**src/rtl/pc_seq_ras.sv**
```systemverilog
`default_nettype none
// ============================================================================
//  Module   : pc_seq_ras
//  Purpose  : Fetch-stage program-counter sequencer. Supports increment,
//             relative branch, absolute jump, call/return through an internal
//             return-address stack (RAS), fetch stall, synchronous restart,
//             halt detection and fault detection.
//  Ports    : CLK        - clock, rising edge
//             init_n     - asynchronous active-low reset
//             restart    - synchronous restart (PC=0, RAS emptied, RUN)
//             stall      - hold all state this cycle
//             branch_en  - relative branch, bSIGN selects PC-/PC+ bOFFSET
//             bSIGN      - 1: subtract offset, 0: add offset
//             bOFFSET    - unsigned branch offset magnitude
//             jump_en    - absolute jump to jump_tgt
//             call_en    - push PC+1, go to jump_tgt
//             ret_en     - pop top RAS entry into PC
//             jump_tgt   - jump/call target
//             PC         - current fetch address (registered)
//             halt       - high while HALTED
//             fault      - high while FAULT
//             ras_cnt    - number of valid RAS entries
//  Revision : 1.0 - initial release
// ============================================================================
module pc_seq_ras #(
    parameter int PC_W      = 10,
    parameter int OFF_W     = 4,
    parameter int HALT_PC   = 63,
    parameter int RAS_DEPTH = 4
) (
    input  logic                             CLK,
    input  logic                             init_n,
    input  logic                             restart,
    input  logic                             stall,
    input  logic                             branch_en,
    input  logic                             bSIGN,
    input  logic [OFF_W-1:0]                 bOFFSET,
    input  logic                             jump_en,
    input  logic                             call_en,
    input  logic                             ret_en,
    input  logic [PC_W-1:0]                  jump_tgt,
    output logic [PC_W-1:0]                  PC,
    output logic                             halt,
    output logic                             fault,
    output logic [$clog2(RAS_DEPTH+1)-1:0]   ras_cnt
);

    localparam int CNT_W     = $clog2(RAS_DEPTH + 1);
    // Stack index width; at least one bit so a single-entry stack still works.
    localparam int IDX_W     = (RAS_DEPTH > 1) ? $clog2(RAS_DEPTH) : 1;
    localparam int RAS_SLOTS = 1 << IDX_W;

    localparam logic [PC_W-1:0]  c_halt_pc   = PC_W'(HALT_PC);
    localparam logic [CNT_W-1:0] c_ras_depth = CNT_W'(RAS_DEPTH);

    typedef enum logic [1:0] {
        ST_RUN    = 2'd0,
        ST_HALTED = 2'd1,
        ST_FAULT  = 2'd2
    } state_t;

    state_t             r_state;
    logic [PC_W-1:0]    r_pc;
    logic [CNT_W-1:0]   r_cnt;
    logic [PC_W-1:0]    r_ras [0:RAS_SLOTS-1];

    state_t             w_state_nx;
    logic [PC_W-1:0]    w_pc_nx;
    logic [CNT_W-1:0]   w_cnt_nx;
    logic               w_push;
    logic [IDX_W-1:0]   w_top_idx;
    logic [IDX_W-1:0]   w_push_idx;
    logic [PC_W-1:0]    w_off_ext;
    logic [PC_W-1:0]    w_ret_addr;

    assign w_top_idx  = IDX_W'(r_cnt - 1'b1);
    assign w_push_idx = IDX_W'(r_cnt);
    assign w_off_ext  = PC_W'(bOFFSET);
    assign w_ret_addr = r_pc + 1'b1;

    // Next-state / next-PC selection in priority order.
    always_comb begin
        w_state_nx = r_state;
        w_pc_nx    = r_pc;
        w_cnt_nx   = r_cnt;
        w_push     = 1'b0;

        if (restart) begin
            w_state_nx = ST_RUN;
            w_pc_nx    = '0;
            w_cnt_nx   = '0;
        end else if (!stall && r_state == ST_RUN) begin
            if (r_pc > c_halt_pc) begin
                w_state_nx = ST_HALTED;
            end else if (call_en && ret_en) begin
                w_state_nx = ST_FAULT;
            end else if (ret_en) begin
                if (r_cnt != '0) begin
                    w_pc_nx  = r_ras[w_top_idx];
                    w_cnt_nx = r_cnt - 1'b1;
                end else begin
                    w_state_nx = ST_FAULT;
                end
            end else if (call_en) begin
                if (r_cnt < c_ras_depth) begin
                    w_push   = 1'b1;
                    w_pc_nx  = jump_tgt;
                    w_cnt_nx = r_cnt + 1'b1;
                end else begin
                    w_state_nx = ST_FAULT;
                end
            end else if (jump_en) begin
                w_pc_nx = jump_tgt;
            end else if (branch_en) begin
                // Both directions wrap naturally at PC_W bits.
                w_pc_nx = bSIGN ? (r_pc - w_off_ext) : (r_pc + w_off_ext);
            end else begin
                w_pc_nx = r_pc + 1'b1;
            end
        end
    end

    always_ff @(posedge CLK or negedge init_n) begin
        if (!init_n) begin
            r_state <= ST_RUN;
            r_pc    <= '0;
            r_cnt   <= '0;
        end else begin
            r_state <= w_state_nx;
            r_pc    <= w_pc_nx;
            r_cnt   <= w_cnt_nx;
        end
    end

    // Stack contents are only meaningful below r_cnt, so they need no reset.
    always_ff @(posedge CLK) begin
        if (w_push) begin
            r_ras[w_push_idx] <= w_ret_addr;
        end
    end

    assign PC      = r_pc;
    assign halt    = (r_state == ST_HALTED);
    assign fault   = (r_state == ST_FAULT);
    assign ras_cnt = r_cnt;

endmodule
`default_nettype wire

```
**config.mk**
```make
export PLATFORM = sky130hd
export DESIGN_NAME = pc_seq_ras
export DESIGN_NICKNAME = d
export VERILOG_FILES = /design/src/rtl/pc_seq_ras.sv
export SDC_FILE = /design/constraint.sdc
export NUM_CORES = 1
export LEC_CHECK = 0
export CORE_UTILIZATION = 60
export CTS_CLUSTER_SIZE = 40
export DETAILED_ROUTE_END_ITERATION = 16
export MAX_ROUTING_LAYER = met4
export PLACE_DENSITY = 0.89
export SETUP_SLACK_MARGIN = 0.02
export SYNTH_ARGS = -nofsm -noshare
export SYNTH_HDL_FRONTEND = slang
export SYNTH_SLANG_ARGS = --single-unit
```
**constraint.sdc**
```tcl
create_clock -name CLK -period 6.83 [get_ports CLK]
set_input_delay 0.683 -clock CLK [delete_from_list [all_inputs] [get_ports CLK]]
set_output_delay 0.683 -clock CLK [all_outputs]
set_load 0.1 [all_outputs]
```
Yosys cells after proc, flatten, opt, wreduce, memory -nomap -nowiden

Memory sizes are Yosys's and may differ from the RTL's.
Cells that the tools add are included.

Add/subtract/negate cells: 5
Multiply operators: 0
Divide/modulo/power cells: 0
Order comparisons: 2
Equality and inequality tests: 8
Shift-type cells: 0
Muxes and demuxes: 36
Bitwise operators: 0
Reductions and logical operators: 12

Operators by type and width:

| cell                    | count |
|---|---|
| $mux W10                | 11 |
| $mux W3                 | 8 |
| $mux W2                 | 8 |
| $add A10 B1 Y10 const B | 1 |
| $add A10 B4 Y10         | 1 |
| $gt A10 B6 Y1 const B   | 1 |
| $ne A5 B5 Y1 const B    | 2 |
| $sub A10 B4 Y10         | 1 |
| $mux W1                 | 9 |
| $reduce_bool A3 Y1      | 3 |
| $reduce_and A6 Y1       | 1 |
| $reduce_and A5 Y1       | 1 |
| $reduce_bool A5 Y1      | 1 |
| $ne A2 B2 Y1 const B    | 2 |
| $ne A4 B2 Y1 const B    | 1 |
| $reduce_and A4 Y1       | 1 |
| $add A3 B1 Y3 const B   | 1 |
| $lt A3 B3 Y1 const B    | 1 |
| $ne A3 B2 Y1 const B    | 1 |
| $sub A3 B1 Y3 const B   | 1 |
| $eq A2 B1 Y1 const B    | 1 |
| $eq A2 B2 Y1 const B    | 1 |
| $logic_and A1 B1 Y1     | 2 |
| $logic_not A2 Y1        | 1 |
| other kinds (2)         | 2 |

Flip-flop bits (word level): 15
Latch bits: 0
Bits in writable memories: 40
Memory bits (read-only): 0
Input bits: 23
Output and inout port bits: 15
Logic and storage cells: 67
Memories: 1

Memories:

| name  | words | bits a word | read ports | clocked after memory_dff | wr ports | line | source |
|---|---|---|---|---|---|---|---|
| r_ras | 4     | 10          | 1          | 0                        | 1        | 65   | `logic [PC_W-1:0] r_ras [0:RAS_SLOTS-1];` |

Logic depth before layout (Yosys ltp)

Word-level depth: 10
Depth in mapped cells: 11
Depth with buffers taken out: 11

Worst setup path after synthesis

No wires, ideal clock.

Kind: register to register
Start: reg r_cnt[0] (netlist: ras_cnt[0])
End: reg r_pc[5] (netlist: PC[5])
Library setup time: 0.084 ns
Arrival: 2.931 ns
Data required time: 6.746 ns
Setup slack: 3.816 ns
Stages on the path, launching flop included: 11
Buffers on the path: 2
Clock period less this slack: 3.014 ns
Cells stage by stage: dfrtp_1 buf_2 inv_1 ha_1 nor2b_1 o22a_1 and2b_1 buf_6 nor2_1 a311o_1 a41oi_2

Word-level cells in the longest chain between the ends: 8
Elaborated cells on any way between the ends: 13
Those cells by class: add/sub: 1; order compare: 1; eq/ne: 2; mux: 6; reduce/logical: 2; memory: 1

RTL lines:

| item                   | line | source |
|---|---|---|
| start, declared        | 64   | `logic [CNT_W-1:0] r_cnt;` |
| start signal, assigned | 131  | `r_cnt <= w_cnt_nx;` |
| $sub A3 B1 Y3          | n/a  |  |
| $mem_v2 Z4 W10         | n/a  |  |
| $mux W10               | 98   | `if (r_cnt != '0) begin` |
| $mux W10               | 97   | `end else if (ret_en) begin` |
| $mux W10               | 95   | `end else if (call_en && ret_en) begin` |
| $mux W10               | 93   | `if (r_pc > c_halt_pc) begin` |
| $mux W10               | 92   | `end else if (!stall && r_state == ST_RUN) begin` |
| $mux W10               | 88   | `if (restart) begin` |
| end signal, assigned   | 130  | `r_pc <= w_pc_nx;` |
| end, declared          | 63   | `logic [PC_W-1:0] r_pc;` |

Several ways; a longest one is shown, not always the timed one. The select of a mux whose other input is x is not followed.
A chain may end at the register's enable or synchronous reset.

Final worst setup path

Start: in bOFFSET[0]
End: reg r_pc[9] (netlist: PC[9])

Word-level cells in the longest chain between the ends: 10
Elaborated cells on any way between the ends: 11
Those cells by class: add/sub: 2; mux: 9

RTL lines:

| item                                               | line | source |
|---|---|---|
| start, declared                                    | 37   | `input logic [OFF_W-1:0] bOFFSET,` |
| $add A10 B4 Y10 or $sub A10 B4 Y10 (tied branches) | 116  | `w_pc_nx = bSIGN ? (r_pc - w_off_ext) : (r_pc + w_off_ext);` |
| $mux W10 *                                         | 116  |  |
| $mux W10 *                                         | 114  | `end else if (branch_en) begin` |
| $mux W10 *                                         | 112  | `end else if (jump_en) begin` |
| $mux W10 *                                         | 104  | `end else if (call_en) begin` |
| $mux W10 *                                         | 97   |  |
| $mux W10 *                                         | 95   |  |
| $mux W10 *                                         | 93   |  |
| $mux W10 *                                         | 92   |  |
| $mux W10 *                                         | 88   |  |

Mark *: on every way between the ends. The rest lies on a longest branch, timed or not. The select of a mux whose other input is x is not followed.

==> run_results.csv <==
group,metric,value,unit
routing,drtIter0Drc,223,
min_path,hold_class,"reg2reg",
routing,vias_per_cell,6.296,
critical_path,path_max_fanout,3,
sta,setup_viol,0,
clock_tree,postCtsSetupBuffers,0,
sta,fin_setup_tns,0,ps
clock_tree,cts-root-buf,"clkbuf_8",
yosys,yosys-top-cells-area,"edfxtp_1, dfrtp_1, ha_1, mux4_2, a21oi_1",
place,place_hpwl,5.226,mm
floorplanning,die_w,75.51,um
layout,diodes,0,
critical_path,crit_top_cell,"ha_1",
outcome,outcome,"complete, no violations",
run,cap_violations,0,
global_route,track_usage,27.64,%
floorplanning,ioPinCount,38,
clock_tree,clkLatencyLatePin,310,ps
place,finalWeightedCongestion,0.8331,
yosys,syn_nets,325,
clock_tree,cts_resized,0,
global_route,grt_max_degree,21,
sta,finalMaxSlewViolations,0,
clock_tree,cts_tree,"built",
critical_path,end_kind,"register",
routing,wl,7.129,mm
routing,first_pass_iters,4,
critical_path,required,7000,ps
sta,fmax,307.7,MHz
yosys,synth.avg_cell_area,11.46,um2
yosys,yosysUniqueCellTypes,54,
critical_path,arrival,3410,ps
global_route,grt_pass1_wl,10.92,mm
yosys,synth_top_area_share,37.05,%
layout,area_growth,15.40,%
layout,final_nets,356,
routing,wl_per_cell,18.52,um
layout,utilization,72.78,%
global_route,overflow,0,
routing,drc,0,
yosys,synth-seq-area-share,48.63,%
sta,min_period_over_period,47.58,%
clock_tree,cts-htree-levels,2,
floorplanning,initial_utilization,63.07,%
global_route,grt_pass1_vias,2264,
yosys,yosys_most_used_dff,"edfxtp_1",
power,p_leak,1.417,nW
critical_path,cpPeakStageDelay,510,ps
yosys,yosys.area.top_type,"edfxtp_1",
global_route,antenna_found_initial,0,
critical_path,cp-start-kind,"input port",
yosys,ys_warn_count,0,
routing,num_vias,2424,
critical_path,cp_slowest_cell,"clkdlybuf4s50_1",
sta,skew,5.775,ps
floorplanning,dieArea,5701,um2
sta,slew_headroom,34.23,%
sta,hold_viol_final,0,
layout,drive_gt1_share,7.619,%
yosys,ys_async_sr_fraction,27.27,%
sta,period_needed,3249,ps
clock_tree,clkSlewWorstSetupHoldPaths,100,ps
critical_path,critPathKind,"in2reg",
clock_tree,cts_hold_buf,0,
yosys,synth_area,3242,um2
clock_tree,cts-buffers-inserted,5,
sta,tightest_slew,983.4,ps
place,port_buffers,37,
clock_tree,ctsLongestPathBuffers,2,
yosys,synth_edf_count,40,
power,ir_drop,0.0001443,V
critical_path,worstPathCellList,"clkdlybuf4s50_1 -> inv_1 -> ha_1 -> mux2i_1 -> ha_1 -> nor2b_1 -> o2111a_1 -> o32a_1 -> or3_1 -> a21oi_1 -> o32ai_1",
floorplanning,rows,26,
floorplanning,die_h,75.51,um
yosys,ys_ff_latch,55,
power,power.density,247.0,nW/um2
clock_tree,clock_sinks,55,
sta,rsz0062_at_grt,"false",
floorplanning,coreArea,5140,um2
routing,postRouteAntennaNets,0,
yosys,netlist_instances,283,
[layout by cell type, fill, tap and decap left out, drive strengths merged, types with 2 or more instances in the layout]
master	count
a21o	2
nor2b	5
dfrtp	15
o31ai	2
clkinv	2
o32a	3
nor3	2
nand3b	2
mux2i	5
nor4	2
o221a	2
o21ai	15
edfxtp	40
clkdlybuf4s50	37
a31oi	3
nand3	7
ha	18
or3	4
xnor2	10
a22o	4
o32ai	2
inv	15
clkbuf	5
mux4	10
and2	4
xor2	5
or2	2
o211ai	4
a211oi	4
nor2	24
nand2	23
a21oi	18
o21a	2
[logic make-up after synthesis]
logic type                 after synthesis  share of synthesized area [%]
xor gates and xnor gates                15                          4.052
AOI/OAI and AO/OA                       72                          15.48
muxes                                   15                          8.491
DFF                                     55                          48.63
buffers and inverters                   27                          3.512
adders and majority gates               19                          7.565
and+or+nand+nor                         80                          12.27
[state kept, by name (all words and copies together) (netlist names)]
signal   count
r_ras       40
PC          10
ras_cnt      3
r_state      2
[routing by layer]
metal / part of all wire (%) / up-vias / global-route usage [%]
li1: - / 1121 / -
met1: 41 / 1165 / 35.51
met2: 50 / 122 / 43.85
met3: 7.2 / 16 / 5.820
met4: 1.9 / 0 / 9.877
met5: 0 / - / -
[worst paths after layout]
| check | startpoint | endpoint | slack (ps) | cells past startpoint |
|---|---|---|---|---|
| max | bOFFSET[0] | PC[9] | 3580 | 11 |
| min | r_state[0] | r_state[0] | 610 | 2 |
| min in group asynchronous | init_n | ras_cnt[1] | 790 | 1 |
| min reg2reg | r_state[0] | r_state[0] | 610 | 2 |
| max in group asynchronous | init_n | PC[4] | 5580 | 1 |
| max reg2reg | ras_cnt[0] | PC[9] | 3810 | 8 |
[critical path, delay by kind of cell]
kind	cells	cell delay [ps]
AOI/OAI and AO/OA	4	880
and+or+nand+nor	2	500
buffers and inverters	2	570
adders and majority gates	2	550
muxes	1	220
[final cells by class]
class / count / area [um2]
Clock buffer: 5 / 68.82
Inverter: 14 / 52.55
Sequential cell: 55 / 1577
Timing Repair Buffer: 37 / 370.4
Clock inverter: 3 / 33.78
Tap cell: 70 / 87.58
Multi-Input combinational cell: 201 / 1551
Fill cell: 393 / 1399
[stage by stage]
stage / power (mW) / hold slack [ps] / area (um2) / setup WS [ps] / cells
finish: 0.9240 / 610.2 / 3741 / 3581 / 385
global route: 0.9654 / 645.0 / 3741 / 3462 / 385
CTS: 0.9245 / 607.4 / 3741 / 3579 / 385
detailed placement: 0.7341 / 581.1 / 3638 / 3258 / 377
global placement: 0.7263 / 552.0 / 3638 / 3336 / 377
floorplan: 0.6516 / 387.4 / 3242 / 3816 / 283
[synth_stat cells (2+ instances only)]
cell type	n
and2_1	4
ha_1	18
or2_2	2
nor3_1	2
nand3b_1	2
nor2b_1	5
o211ai_1	4
o32ai_1	2
dfrtp_1	15
o31ai_1	2
mux2i_1	5
nor2_1	24
a22o_1	4
o21ai_0	14
mux4_2	10
nand3_1	7
inv_1	14
xor2_1	5
clkbuf_1	10
edfxtp_1	40
o32a_1	3
or3_1	4
nand2_1	23
a21o_1	2
o21a_1	2
xnor2_1	10
a211oi_1	4
a31oi_1	3
a21oi_1	18
[power by group]
part           switching, mW  internal [mW]
registers             0.0273          0.378
logic                  0.204          0.121
clock network          0.117         0.0774
Note: power is estimated with default switching activity, not from simulation.
